**src/rtl/int_issue_sched.sv**
```systemverilog
// int_issue_sched: oldest-first integer issue scheduler with FU tracking, kill handling and wakeups (DIV_EARLY_WAKEUP_EN: DIV wakeup one cycle early)
module int_issue_sched #(
  parameter int REQ     = 4,
  parameter int PRF_W   = 7,
  parameter int SPEC    = 4,
  parameter int MUL_LAT = 3,
  parameter int DIV_LAT = 16
) (
  input  logic                      clk,
  input  logic                      rst,
  input  logic                      Stall,
  input  logic                      Flush,
  input  logic                      Kill_Enable,
  input  logic                      Update_KillMask,
  input  logic [SPEC-1:0]           FUBR_SpecTag,
  input  logic [REQ-1:0]            Req_Valid,
  input  logic [2*REQ-1:0]          Req_FuType,
  input  logic [REQ-1:0]            Req_RegWe,
  input  logic [REQ-1:0]            Req_RdType,
  input  logic [REQ*PRF_W-1:0]      Req_Prd,
  input  logic [REQ*SPEC-1:0]       Req_KillMask,
  output logic [REQ-1:0]            Issued_Valid,
  output logic [3:0]                FU_Issue_Valid,
  output logic [4*$clog2(REQ)-1:0]  FU_Issue_Idx,
  output logic                      Div_Busy,
  output logic [3:0]                Wakeup_Valid,
  output logic [3:0]                Wakeup_RdType,
  output logic [4*PRF_W-1:0]        Wakeup_Prd
);
  localparam int IW = $clog2(REQ);
  localparam int CW = $clog2(DIV_LAT + 1);
`ifdef DIV_EARLY_WAKEUP_EN
  localparam logic [CW-1:0] DIV_FIRE = CW'(2);
`else
  localparam logic [CW-1:0] DIV_FIRE = CW'(1);
`endif
  typedef struct packed {
    logic             v;
    logic             we;
    logic             rt;
    logic [PRF_W-1:0] prd;
    logic [SPEC-1:0]  km;
  } op_t;
  logic [REQ-1:0] req_ok;
  logic [1:0]     gu;
  op_t            cap [4];
  op_t            mul_pipe [MUL_LAT-1];
  op_t            div_op;
  logic [CW-1:0]  div_cnt;
  logic           div_fire;
  // An in-flight op survives this cycle unless a mispredict hits one of its speculative tags
  function automatic logic live(op_t o);
    return o.v & ~(Kill_Enable & |(o.km & FUBR_SpecTag));
  endfunction
  // Kill first, then strip the resolved branch from the surviving mask
  function automatic op_t age(op_t o);
    op_t n;
    n = o;
    n.v = live(o);
    n.km = Update_KillMask ? o.km & ~FUBR_SpecTag : o.km;
    return n;
  endfunction
  assign Div_Busy = div_op.v;
  // Requests eligible for a grant: valid, not killed by a mispredict, and not blocked globally
  always_comb begin
    req_ok = '0;
    for (int r = 0; r < REQ; r++)
      req_ok[r] = Req_Valid[r] & ~(Kill_Enable & |(Req_KillMask[r*SPEC +: SPEC] & FUBR_SpecTag)) & ~(rst | Flush | Stall);
  end
  // Oldest-first scan; IALU requests fill IALU0 before IALU1, reserved type never matches a unit
  always_comb begin
    Issued_Valid = '0;
    FU_Issue_Valid = '0;
    FU_Issue_Idx = '0;
    gu = '0;
    for (int r = 0; r < REQ; r++) begin
      gu = Req_FuType[2*r +: 2] == 2'd0 ? {1'b0, FU_Issue_Valid[0]} : Req_FuType[2*r +: 2] == 2'd1 ? 2'd2 : 2'd3;
      if (req_ok[r] && Req_FuType[2*r +: 2] != 2'd3 && !FU_Issue_Valid[gu] && !(gu == 2'd3 && div_op.v)) begin
        FU_Issue_Valid[gu] = 1'b1;
        FU_Issue_Idx[gu*IW +: IW] = IW'(r);
        Issued_Valid[r] = 1'b1;
      end
    end
  end
  // Per-unit snapshot of the granted request, with a same-cycle mask update already applied
  always_comb begin
    for (int u = 0; u < 4; u++) begin
      cap[u].v   = FU_Issue_Valid[u];
      cap[u].we  = Req_RegWe[FU_Issue_Idx[u*IW +: IW]];
      cap[u].rt  = Req_RdType[FU_Issue_Idx[u*IW +: IW]];
      cap[u].prd = Req_Prd[FU_Issue_Idx[u*IW +: IW]*PRF_W +: PRF_W];
      cap[u].km  = Req_KillMask[FU_Issue_Idx[u*IW +: IW]*SPEC +: SPEC] & ~(Update_KillMask ? FUBR_SpecTag : '0);
    end
  end
  // The divider reports its result once the countdown reaches the wakeup point
  always_comb div_fire = live(div_op) && div_cnt == DIV_FIRE;
  // Tracking state and wakeup registers; wakeups already showing in a flush/reset cycle are unaffected
  always_ff @(posedge clk) begin
    if (rst || Flush) begin
      for (int s = 0; s < MUL_LAT - 1; s++) mul_pipe[s] <= '0;
      div_op        <= '0;
      div_cnt       <= '0;
      Wakeup_Valid  <= '0;
      Wakeup_RdType <= '0;
      Wakeup_Prd    <= '0;
    end else begin
      mul_pipe[0] <= cap[2];
      for (int s = 1; s < MUL_LAT - 1; s++) mul_pipe[s] <= age(mul_pipe[s-1]);
      div_op  <= cap[3].v ? cap[3] : (div_cnt == CW'(1) ? op_t'('0) : age(div_op));
      div_cnt <= cap[3].v ? CW'(DIV_LAT - 1) : (div_cnt != '0 ? div_cnt - 1'b1 : div_cnt);
      Wakeup_Valid  <= {div_fire & div_op.we, live(mul_pipe[MUL_LAT-2]) & mul_pipe[MUL_LAT-2].we,
                        live(cap[1]) & cap[1].we, live(cap[0]) & cap[0].we};
      Wakeup_RdType <= {div_op.rt, mul_pipe[MUL_LAT-2].rt, cap[1].rt, cap[0].rt};
      Wakeup_Prd    <= {div_op.prd, mul_pipe[MUL_LAT-2].prd, cap[1].prd, cap[0].prd};
    end
  end
endmodule

```
**config.mk**
```make
export PLATFORM = sky130hd
export DESIGN_NAME = int_issue_sched
export DESIGN_NICKNAME = d
export VERILOG_FILES = /design/src/rtl/int_issue_sched.sv
export SDC_FILE = /design/constraint.sdc
export NUM_CORES = 1
export LEC_CHECK = 0
export ABC_AREA = 1
export CORE_MARGIN = 3
export CORE_UTILIZATION = 49
export CTS_CLUSTER_DIAMETER = 80
export DETAILED_ROUTE_END_ITERATION = 12
export PLACE_DENSITY = 0.92
export SLEW_MARGIN = 20
export SYNTH_ARGS = -nofsm -noshare
export SYNTH_HDL_FRONTEND = slang
export SYNTH_SLANG_ARGS = --single-unit
```
**constraint.sdc**
```tcl
create_clock -name clk -period 4.7 [get_ports clk]
set_input_delay 0.94 -clock clk [delete_from_list [all_inputs] [get_ports clk]]
set_output_delay 0.94 -clock clk [all_outputs]
set_load 0.01 [all_outputs]
```
==> flow_summary.toml <==
[routing]
wl_per_cell_microns = 15.4
vias = 5587
wirelength_microns = 16000
viasPerCell = 5.38
drt_iter0_drc = 723
drc_errors = 0
postRouteAntennaNets = 0
drtPass1Iterations = 6

[global_routing]
track_usage_pct = 29.0
grt-ovfl-total = 0
use_met3_pct = 8.47
use_met2_pct = 47.8
grt_start_max_net_pins = 54
antenna_found_initial = 0
grt_pass1_wl_microns = 25500
grt_pass1_vias = 5345
use_met1_pct = 35.9
top_usage_layer = "met2"

[yosys]
synthCells = 727
synthTopCellsByArea = "dfxtp_1 (36%), nand2_1 (15%), inv_1 (9.6%)"
synth_ff_type = "dfxtp_1"
synth_fp_nets = 804
yosysSeqAreaShare_pct = 35.5
yosysTopAreaCellShare_pct = 35.5
netlist_top_cells_count = "nand2_1 (182), inv_1 (120), dfxtp_1 (83)"
synth.avg_cell_area_sq_um = 6.43
synth-edff-count = 0
synth-async-reset-ratio_pct = 0
netlist_area_sq_um = 4680
yosysMostFrequentCell = "nand2_1"
synth_largest_area_cell = "dfxtp_1"
synth.distinct_cells = 33
ys_ff_latch = 83
yosysWarnings = 0

[power]
powerDensity_nw_per_um2 = 244
switchingPower_uw = 480
ir_worst_vdd_mv = 0.130
switching_share_pct = 29.4
intPower_mw = 1.15
p_seq_share_pct = 45.5
combPwrFrac_pct = 23.0
power_leakage_nw = 3.23
p_clk_share_pct = 31.5

[setup_path]
cp_data_arrival_time_ns = 3.63
worstPathRequired_ns = 3.76
crit_path_end_kind = "primary output"
worstSetupPathType = "input port to primary output"
worst_setup_path_start_kind = "input port"
reg2reg_depth = 23
cp_max_fo = 5

[cells_and_area]
final_cells = 1038
drive_gt1_share_pct = 15.5
area_delta_synth_final_pct = 43.0
post-route-util_pct = 72.4
diodes = 0
finalNetCount = 982

[sta]
setup_viol = 0
final.setup.tns_ns = 0
fin_worst_skew_ns = 0.0109
worst_pin_slew_ns = 0.577
whs_ns = 0.400
period_minus_slack_ns = 4.57
timing.final.crit_share_pct = 97.3
report.final.hold_viol_count = 0
slew_headroom_pct = 61.5
slew_violations = 0
fmax_mhz = 219

[placed_design]
port_buffers = 126
place_congestion = 0.970
dp_hpwl_microns = 11700
dpl.cell_count = 1019

[floorplan]
coreArea_sq_um = 9240
dieHeight_microns = 104
ioPinCount = 127
die_w_microns = 104
fp-row-count = 35
initial_core_util_pct = 50.6
die_area_sq_um = 10800

[outcome]
status = "completed"

[clocking]
numClockSinks = 83
cts.path.max_buffers = 2
cts_tree = "done"
clk_pin_slew_worst_paths_ns = 0.08
numCtsBuffers = 9
htree_levels = 3
cts-root-buf = "clkbuf_8"
clock_latency_ns = 0.37

[run]
maxCapViolCount = 0

[min_path]
hold_path_depth = 2
hold_class = "flip-flop to flip-flop"
==> critical path, cell delays in order <==
cell,delay (ns)
clkdlybuf4s50_1,0.42
nand2_1,0.10
nand2_2,0.08
o21ai_2,0.17
and2_4,0.18
nand3_1,0.07
nand2_1,0.08
nand2_2,0.08
nand4_1,0.13
nor2_1,0.07
nor2_2,0.22
buf_6,0.15
nand3_2,0.07
nand2_1,0.09
nand2_1,0.05
nand2_1,0.08
nand2_2,0.07
nand2_4,0.12
inv_6,0.05
nand2_4,0.06
nand2_2,0.06
buf_4,0.16
clkbuf_2,0.13
==> stage by stage <==
stage / power (mW) / worst slack [ns] / instance area (sq um)
6_report: 1.63 / 0.126 / 6690
5_1_grt: 1.71 / -0.0329 / 6690
4_1_cts: 1.63 / 0.0331 / 6640
3_5_place_dp: 1.12 / -0.304 / 6450
3_3_place_gp: 1.11 / -0.155 / 6450
2_1_floorplan: 0.955 / 0.552 / 4680
==> path summary, 6_finish.rpt <==
kind                   startpoint              end  slack (ns)
setup / recovery  Req_KillMask[2]  FU_Issue_Idx[2]        0.13
hold / removal    mul_pipe[0][24]   Wakeup_Prd[20]        0.40
setup reg to reg         Div_Busy        div_op[0]        1.35
hold reg to reg   mul_pipe[0][24]   Wakeup_Prd[20]        0.40
==> state kept, by name (all words and copies together) (netlist names) <==
| signal | count |
|---|---|
| Wakeup_Prd | 28 |
| mul_pipe | 28 |
| div_op | 13 |
| div_cnt | 5 |
| Wakeup_RdType | 4 |
| Wakeup_Valid | 4 |
| Div_Busy | 1 |
==> cell type report <==
type                            count  area [sq um]
Multi-Input combinational cell    487          2400
Fill cell                         707          2550
Tap cell                          129           161
Sequential cell                    83          1660
Timing Repair Buffer              198          1790
Inverter                          126           478
Clock buffer                       10           138
Clock inverter                      5          53.8
==> cell families after synthesis <==
family / after synthesis / synth area share, %
adders and majority gates: 3 / 0.802
buffers and inverters: 157 / 14.0
DFF: 83 / 35.5
and+or+nand+nor: 350 / 33.4
AOI/OAI and AO/OA: 133 / 16.1
xor gates and xnor gates: 1 / 0.187
==> power by group through the flow <==
stage / sequential, mW / combinational, mW / clock, mW
floorplan: 0.760 / 0.195 / 0
detailed placement: 0.758 / 0.363 / 0
global placement: 0.757 / 0.350 / 0
CTS: 0.742 / 0.370 / 0.516
global route: 0.745 / 0.418 / 0.543
finish: 0.742 / 0.375 / 0.514
==> layout by cell type (no fill, tap or decap), types with 2 or more instances in the layout <==
cell and n:
nand2_1 177, inv_1 120, clkdlybuf4s50_1 104, dfxtp_1 83
nand3_1 72, buf_4 69, nor2_1 58, o21ai_0 48
a21oi_1 46, o211ai_1 19, nand2_2 11, clkbuf_8 10
dlymetal6s2s_1 9, o22ai_1 8, nand3_2 7, clkbuf_2 7
nor2_2 5, inv_2 5, nand4_1 5, nand2_4 4
o2111ai_1 4, nor3_1 4, a21oi_2 3, ha_1 3
clkinv_2 3, buf_2 3, clkdlybuf4s15_1 3, o21ai_1 2
nor2_4 2, o31ai_1 2, buf_6 2
==> per-layer routing <==
| metal | wire [microns] | up-vias |
|---|---|---|
| met3 | 2050 | 77 |
| met5 | 0 | - |
| li1 | - | 2661 |
| met4 | 568 | 0 |
| met1 | 6010 | 2451 |
| met2 | 7340 | 398 |
==> what timing repair did <==
item,in CTS,in global routing
pin swaps,3,21
buffers inserted,1,3
hold buffers,0,0
endpoints found under the setup margin,13,13
gates resized for setup,16,44
Power figures use the tool's default switching activity.
